`src/rtl/matmul_tile_seq.sv`:
```
// rtl/matmul_tile_seq.sv - 4x4 uint8 matrix product tiled onto a shared 2x2 matmul datapath
// Contains the 2x2 datapath (matmul) and the tiling sequencer (matmul_tile_seq).

module matmul #(
  parameter int OutputReg = 0
) (
  input  logic        clk_i,
  input  logic        rst_ni,
  input  logic [31:0] a_i,
  input  logic [31:0] b_i,
  output logic [63:0] c_o
);

  logic [63:0] res_d;
  logic [63:0] res_q;

  function automatic logic [15:0] el2(input logic [31:0] m, input int r, input int c);
    return {8'd0, m[8*(3-(2*r+c)) +: 8]};
  endfunction

  always_comb begin
    res_d = '0;
    for (int n = 0; n < 4; n++) begin
      res_d[16*(3-n) +: 16] = el2(a_i, n/2, 0) * el2(b_i, 0, n%2)
                            + el2(a_i, n/2, 1) * el2(b_i, 1, n%2);
    end
  end

  always_ff @(posedge clk_i or negedge rst_ni) begin
    if (!rst_ni) res_q <= '0;
    else         res_q <= res_d;
  end

  assign c_o = (OutputReg != 0) ? res_q : res_d;

endmodule

module matmul_tile_seq #(
  parameter int OutputReg = 0
) (
  input  logic         clk_i,
  input  logic         rst_ni,
  input  logic         start_i,
  input  logic [127:0] a_i,
  input  logic [127:0] b_i,
  output logic         busy_o,
  output logic         done_o,
  output logic [255:0] c_o
);

  localparam bit HasLat = (OutputReg != 0);

  typedef enum logic [1:0] {S_IDLE, S_RUN, S_DRAIN, S_DONE} state_t;

  state_t         state_q, state_d;
  logic   [2:0]   step_q;
  logic   [127:0] a_q, b_q;
  logic   [255:0] c_q, c_d;
  logic   [2:0]   tag_q;
  logic           tag_v_q;
  logic           accept;
  logic   [31:0]  op_a, op_b;
  logic   [63:0]  res;
  logic   [2:0]   wb_tag;
  logic           wb_v;

  function automatic logic [7:0] el4(input logic [127:0] m, input int r, input int c);
    return m[8*(15-(4*r+c)) +: 8];
  endfunction

  function automatic int idx16(input int r, input int c);
    return 16*(15-(4*r+c));
  endfunction

  assign accept = start_i && (state_q == S_IDLE || state_q == S_DONE);

  always_comb begin
    state_d = state_q;
    case (state_q)
      S_IDLE:  if (accept) state_d = S_RUN;
      S_RUN:   if (step_q == 3'd7) state_d = HasLat ? S_DRAIN : S_DONE;
      S_DRAIN: state_d = S_DONE;
      S_DONE:  state_d = accept ? S_RUN : S_IDLE;
      default: state_d = S_IDLE;
    endcase
  end

  always_ff @(posedge clk_i or negedge rst_ni) begin
    if (!rst_ni) begin
      state_q <= S_IDLE;
      step_q  <= '0;
      a_q     <= '0;
      b_q     <= '0;
      c_q     <= '0;
      tag_q   <= '0;
      tag_v_q <= 1'b0;
    end else begin
      state_q <= state_d;
      if (accept) begin
        step_q <= '0;
        a_q    <= a_i;
        b_q    <= b_i;
      end else if (state_q == S_RUN) begin
        step_q <= step_q + 3'd1;
      end
      c_q     <= c_d;
      tag_q   <= step_q;
      tag_v_q <= (state_q == S_RUN);
    end
  end

  // Step s issues tile (i,j)=(s[2],s[1]) with k=s[0]: A block (i,k) times B block (k,j).
  always_comb begin
    op_a = {el4(a_q, 2*int'(step_q[2]),   2*int'(step_q[0])),
            el4(a_q, 2*int'(step_q[2]),   2*int'(step_q[0])+1),
            el4(a_q, 2*int'(step_q[2])+1, 2*int'(step_q[0])),
            el4(a_q, 2*int'(step_q[2])+1, 2*int'(step_q[0])+1)};
    op_b = {el4(b_q, 2*int'(step_q[0]),   2*int'(step_q[1])),
            el4(b_q, 2*int'(step_q[0]),   2*int'(step_q[1])+1),
            el4(b_q, 2*int'(step_q[0])+1, 2*int'(step_q[1])),
            el4(b_q, 2*int'(step_q[0])+1, 2*int'(step_q[1])+1)};
  end

  matmul #(.OutputReg(OutputReg)) u_matmul (
    .clk_i  (clk_i),
    .rst_ni (rst_ni),
    .a_i    (op_a),
    .b_i    (op_b),
    .c_o    (res)
  );

  // Write-back follows the tag of the returning result, not the current issue.
  assign wb_tag = HasLat ? tag_q : step_q;
  assign wb_v   = HasLat ? tag_v_q : (state_q == S_RUN);

  always_comb begin
    c_d = c_q;
    if (wb_v) begin
      for (int n = 0; n < 4; n++) begin
        if (wb_tag[0])
          c_d[idx16(2*int'(wb_tag[2]) + n/2, 2*int'(wb_tag[1]) + n%2) +: 16] =
            c_q[idx16(2*int'(wb_tag[2]) + n/2, 2*int'(wb_tag[1]) + n%2) +: 16]
            + res[16*(3-n) +: 16];
        else
          c_d[idx16(2*int'(wb_tag[2]) + n/2, 2*int'(wb_tag[1]) + n%2) +: 16] =
            res[16*(3-n) +: 16];
      end
    end
  end

  assign busy_o = (state_q == S_RUN) || (state_q == S_DRAIN);
  assign done_o = (state_q == S_DONE);
  assign c_o    = c_q;

endmodule

```
`config.mk`:
```
export PLATFORM = sky130hd
export DESIGN_NAME = matmul_tile_seq
export DESIGN_NICKNAME = d
export VERILOG_FILES = /design/src/rtl/matmul_tile_seq.sv
export SDC_FILE = /design/constraint.sdc
export NUM_CORES = 2
export LEC_CHECK = 0
export CAP_MARGIN = 20
export CORE_ASPECT_RATIO = 1.25
export CORE_MARGIN = 2
export CORE_UTILIZATION = 45
export CTS_CLUSTER_SIZE = 16
export DETAILED_ROUTE_END_ITERATION = 12
export PLACE_DENSITY = 0.7
export SLEW_MARGIN = 20
export SYNTH_ARGS = -nofsm -noshare
export SYNTH_HDL_FRONTEND = slang
export SYNTH_SLANG_ARGS = --single-unit
```
`constraint.sdc`:
```
create_clock -name clk_i -period 17.1 [get_ports clk_i]
set_clock_uncertainty 0.2 [all_clocks]
set_input_delay 2.565 -clock clk_i [delete_from_list [all_inputs] [get_ports clk_i]]
set_output_delay 2.565 -clock clk_i [all_outputs]
set_load 0.01 [all_outputs]
```
-- Yosys cells after proc, flatten, opt, wreduce, memory -nomap -nowiden
Cells that the tools add are included.
- flip-flop bits (word level): 517
- bits of input ports: 259
- output and inout port bits: 258
- word-level logic and storage cells: 110
- add/sub/neg operators: 40
- multipliers: 8
- equality and inequality tests: 6
- shifts and indexed selects: 24
- mux-type cells: 21
- reductions and logical operators: 6
- operators by type and width (kind ; number):
    $bwmux 256 ; 8
    $shiftx 16x33->256 ; 8
    $mux 256 ; 7
    $shift 16x33->256 const A ; 4
    $shiftx 128x32->8 ; 6
    $shiftx 256x32->16 ; 2
    $shiftx 128x9->8 ; 2
    $shiftx 256x10->16 ; 1
    $shiftx 256x11->16 ; 1
    $sub 5x29->29 const A ; 6
    $add 16x16->16 ; 8
    $mul 8x8->16 ; 8
    $neg 32->33 ; 2
    $sub 5x28->28 const A ; 2
    $neg 10->33 ; 1
    $neg 11->33 ; 1
    $add 5x28->28 ; 1
    $add 5x2->6 ; 3
    $add 5x3->6 ; 3
    $sub 4x5->6 const A ; 3
    $add 4x2->5 ; 3
    $add 4x3->5 ; 2
    $add 2x1->3 const B ; 3
    $pmux 2 s4 ; 1
    15 further kinds ; 19

-- Longest topological paths before layout
- word-level depth: 19
- depth in mapped cells: 36
- mapped depth without buffers: 33

-- Modules after synthesis
From an unflattened synthesis, not the netlist that was laid out.
- cells, all modules: 4315
- area, all modules: 44238.7 um^2
- modules (own cells, without submodules) (module ; instances ; cells each ; area each (um^2) ; sequential area each (um^2)):
    matmul_tile_seq ; 1 ; 2315 ; 26853.3 ; 12937.4
    matmul ; 1 ; 2000 ; 17385.4 ; 0.0

-- Worst setup path after synthesis
Ideal clock, no wire load.
- path kind: register to register
- from: register step_q[0]
- to: register c_q[79] (netlist: c_o[79])
- setup time: 121 ps
- arrival: 8304 ps
- required time: 16779 ps
- setup slack: 8475 ps
- stages on the path, launching flop included: 30
- path buffers: 3
- clock period less this slack: 8625 ps
- cells stage by stage: dfrtp_1 -> clkbuf_1 -> clkbuf_1 -> buf_1 -> mux2_2 -> o21ai_1 -> nor2_1 -> fa_1 -> inv_1 -> fa_1 -> inv_1 -> fa_1 -> fa_1 -> fa_1 -> inv_1 -> fa_1 -> inv_1 -> ha_1 -> a21oi_1 -> a21oi_1 -> or4_1 -> a31oi_2 -> xnor2_1 -> ha_1 -> nor2_1 -> or4_1 -> mux2i_1 -> a31oi_1 -> xnor3_1 -> a22o_1
- cells in the longest elaborated chain, start to end: 19
- elaborated cells on any way between the ends: 64
- classes of those cells: 25 x add/sub; 8 x mul; 16 x shift; 15 x mux
- RTL lines (element ; RTL line ; source):
    start: declaration ; 56 ; logic [2:0] step_q;
    start signal: assignment ; 104 ; step_q <= step_q + 3'd1;
    $add 2x1->3 ; n/a ;
    $add 5x2->6 / $add 4x3->5 (equally long branches) ; 68 ; return m[8*(15-(4*r+c)) +: 8];
    $sub 5x29->29 ; 68 ;
    $shiftx 128x32->8 ; 68 ;
    $mul 8x8->16 ; 25 ; + el2(a_i, n/2, 1) * el2(b_i, 1, n%2);
    $add 16x16->16 ; 25 ;
    $add 16x16->16 ; 143 ; + res[16*(3-n) +: 16];
    $shiftx 16x33->256 ; 141 ; c_d[idx16(2*int'(wb_tag[2]) + n/2, 2*int'(wb_tag[1]) + n%2) +: 16] =
    [3 not listed] ; n/a ;
    $bwmux 256, on equally long branches ; 145, 141 ;
    $mux 256 ; 140 ; if (wb_tag[0])
    $mux 256 ; 138 ; if (wb_v) begin
    $bwmux 256, on equally long branches ; 145, 141 ;
    $mux 256 ; 140 ;
    $mux 256 ; 138 ;
    $bwmux 256, on equally long branches ; 145, 141 ;
    $mux 256 * ; 140 ;
    end signal: assignment ; 94 ; c_q <= '0;
    end signal: assignment ; 106 ; c_q <= c_d;
    end: declaration ; 58 ; logic [255:0] c_q, c_d;
Every way passes the cells marked *; elsewhere a longest branch is shown, timed or not. The select of a mux whose other input is x is not followed.
A chain may end at the register's enable or synchronous reset.

-- Final worst setup path
Same ends and word-level chain as after synthesis.

==> results.ini <==
[synthesis]
synthMuxAreaShare_pct = 13.00
ys.flop_type = dfrtp_1
synth-seq-cells = 517
syn-num-nets = 5220
yosysSeqAreaShare_pct = 30.30
synth-xor-area-share_pct = 2.043
synth_area_mm2 = 0.04269
synth_compound_gate_area_share_pct = 10.26
synthAdderAreaFrac_pct = 27.69
async_flop_share_pct = 100.0
yosys.area_share.simple_pct = 10.15
synthCells = 4249
syn_area_per_cell_um2 = 10.05
synth-edff-count = 0
synth_top_family_by_area = adder cells
ys_warn_count = 0
synth_cell_types = 70

[global_route]
grt_pass1_wl_mm = 207.8
grt_start_max_net_pins = 168
grt_use_total_pct = 28.21
grt_overflow = 0
grt_pass1_vias = 34950
antenna_found_initial = 13

[cts]
cts_tree = built
cts-root-buf = clkbuf_16
clk_latency_ps = 630
hold_buffers = 0
ctsHtreeMaxLevel = 2
path_clk_slew_ps = 70
cts.sinks = 517
cts_setup_buffers = 0
clk_path_buf_depth = 3
cts_buffers = 54
ctsResizeCount = 0

[timing]
timing.fmax_mhz = 94.66
rsz0062_at_grt = false
worstMarginPinSlew_ps = 1215
final-setup-viol-count = 0
setup_tns_ps = 0
slew_violations = 0
slew_headroom_pct = 18.99
final_hold_viol_count = 0
setup_ws_ps = 6536
min_period_ps = 10560
fin_crit_sh_pct = 61.78

[route]
drt_pass1_iterations = 7
detail-route-antenna-nets = 0
routed_via_density = 5.617
drc_errors = 0
first_iter_violations = 2272
dr_total_vias = 33590
wl_mm = 138.2
detail_route.wl_per_cell_um = 23.11

[critical_path]
max_stage_delay_ps = 900
r2r_slack_ps = 6540
timing.rr.start = step_q[0]$_DFFE_PN0P_
reg2reg_depth = 28
start_kind = flop
crit_family = adder cells
critPathMaxFanout = 62
crit_top_cell = fa_1
critPathRequiredTime_ps = 17410
worstSetupPathType = reg -> reg
cp.arrival_ps = 10870
endpoint_kind = flop
worstReg2RegEnd = c_o[79]$_DFFE_PN0P_
slowest_stage = buf_4
path_buf_inv = 6
cp.depth = 28
cp-startpoint = step_q[0]$_DFFE_PN0P_
crit_end = c_o[79]$_DFFE_PN0P_

[placement]
post-place-ws_ps = 6563
dpl.hpwl_mm = 104.7
place.gp.congestion = 0.9064
io_buffers = 516

[run_status]
status = finished clean

[cells_and_area]
drive_gt1_share_pct = 11.62
nets = 5678
areaGrowthSynthToFinish_pct = 19.83
nFillCells = 8351

[floorplan]
io_pins = 517
initial_core_util_pct = 45.29
die_x_um = 279.5
die_y_um = 348.4
row_count = 126
die_area_mm2 = 0.09737
core-area_mm2 = 0.09428

[flow_run]
drv_cap = 0

[hold_path]
hold_path.class = reg -> reg

## worst register-to-register path: cells and delay by family, from the launching register on
kind                       cells  cell delay, ps
buffers and inverters          6            1710
and+or+nand+nor                4            1190
adders and majority gates      8            3610
DFF                            1             730
xor gates and xnor gates       2             590
AOI/OAI and AO/OA              6            1740
muxes                          2             670
## placed cells by master, fill, tap and decap left out, types with 117 or more instances in the layout
cell type	Yosys	routed
nand2_1	502	498
clkdlybuf4s50_1	0	515
dfrtp_1	517	514
ha_1	324	324
a21oi_1	119	117
nor2_1	329	328
o21ai_0	227	222
mux2_2	314	314
fa_1	388	388
inv_1	557	557
## cell families (layout without fill, tap and decap cells)
| kind of cell | Yosys count | after routing |
|---|---|---|
| flip-flops | 517 | 517 |
| multiplexers | 464 | 464 |
| buffers and inverters | 740 | 1243 |
| XOR/XNOR | 98 | 98 |
| AND/OR/NAND/NOR | 1032 | 1032 |
| AO/OA/AOI/OAI | 686 | 686 |
| adder cells (fa/ha/maj) | 712 | 712 |
| other | 0 | 12 |
## cells in the mapped netlist (15+ instances only)
master / count / area, um2
ha_1: 324 / 4054
dfrtp_1: 517 / 12940
xnor2_1: 82 / 718.2
a21oi_1: 119 / 595.6
fa_1: 388 / 7767
mux2i_1: 109 / 1091
mux4_2: 41 / 923.4
a21o_1: 40 / 300.3
and2_1: 35 / 219.0
inv_1: 557 / 2091
nand2_1: 502 / 1884
o21ai_1: 41 / 205.2
buf_1: 21 / 78.83
nand3_1: 23 / 115.1
mux2_2: 314 / 3536
o21ai_0: 227 / 1136
clkbuf_1: 146 / 548.0
nor2b_1: 27 / 168.9
xor2_1: 15 / 131.4
a211oi_1: 27 / 202.7
nor3_1: 30 / 150.1
nor2_1: 329 / 1235
o21a_1: 47 / 352.8
a22o_1: 67 / 586.8
a221oi_1: 30 / 262.8
nand2b_1: 28 / 175.2
o31ai_1: 15 / 112.6
## worst min path at each step
stage                                 to                 start  cells after the start  slack [ps]
CTS                 b_q[123]$_DFFE_PN0P_  b_q[123]$_DFFE_PN0P_                      1         300
floorplan           b_q[104]$_DFFE_PN0P_  b_q[104]$_DFFE_PN0P_                      1         270
detailed placement  b_q[123]$_DFFE_PN0P_  b_q[123]$_DFFE_PN0P_                      1         290
finish              b_q[120]$_DFFE_PN0P_  b_q[120]$_DFFE_PN0P_                      1         300
global route         a_q[50]$_DFFE_PN0P_   a_q[50]$_DFFE_PN0P_                      1         320
global placement    b_q[123]$_DFFE_PN0P_  b_q[123]$_DFFE_PN0P_                      1         280
## routing by layer
layer | track usage, % | part of all wire [%] | routed length (um) | vias to the layer above
met3 | 3.903 | 5.4 | 7498 | 413
met1 | 32.84 | 37 | 50790 | 16920
met2 | 49.32 | 51 | 70650 | 1214
met4 | 17.13 | 6.7 | 9226 | 0
met5 | 0 | 0 | 0 | -
li1 | - | - | - | 15050
## final cells by class
cell class              count  area (um2)  share of cell area (%)
multi-input cells        2992       27020                   52.81
flip-flops and latches    517       12950                   25.31
repair buffers            583        5731                   11.20
inverters                 559        2098                   4.101
clock buffers              77        1538                   3.006
well taps                1216        1521                   2.974
clock inverters            24       275.3                  0.5380
diodes                     12       30.03                 0.05869
## stage by stage
step | hold slack [ps] | instances | utilization [%] | area, um2
after floorplan | 272.3 | 4249 | - | 42690
after global placement | 283.7 | 5866 | 52.28 | 49280
after detailed placement | 288.3 | 5867 | 52.31 | 49310
after CTS | 300.9 | 5968 | 54.23 | 51130
after global routing | 317.2 | 5980 | 54.27 | 51160
final | 296.6 | 5980 | 54.27 | 51160
Power is left out: the tool's default activity adds up to more than one toggle a clock period on the data nets, which glitch-free logic cannot reach.
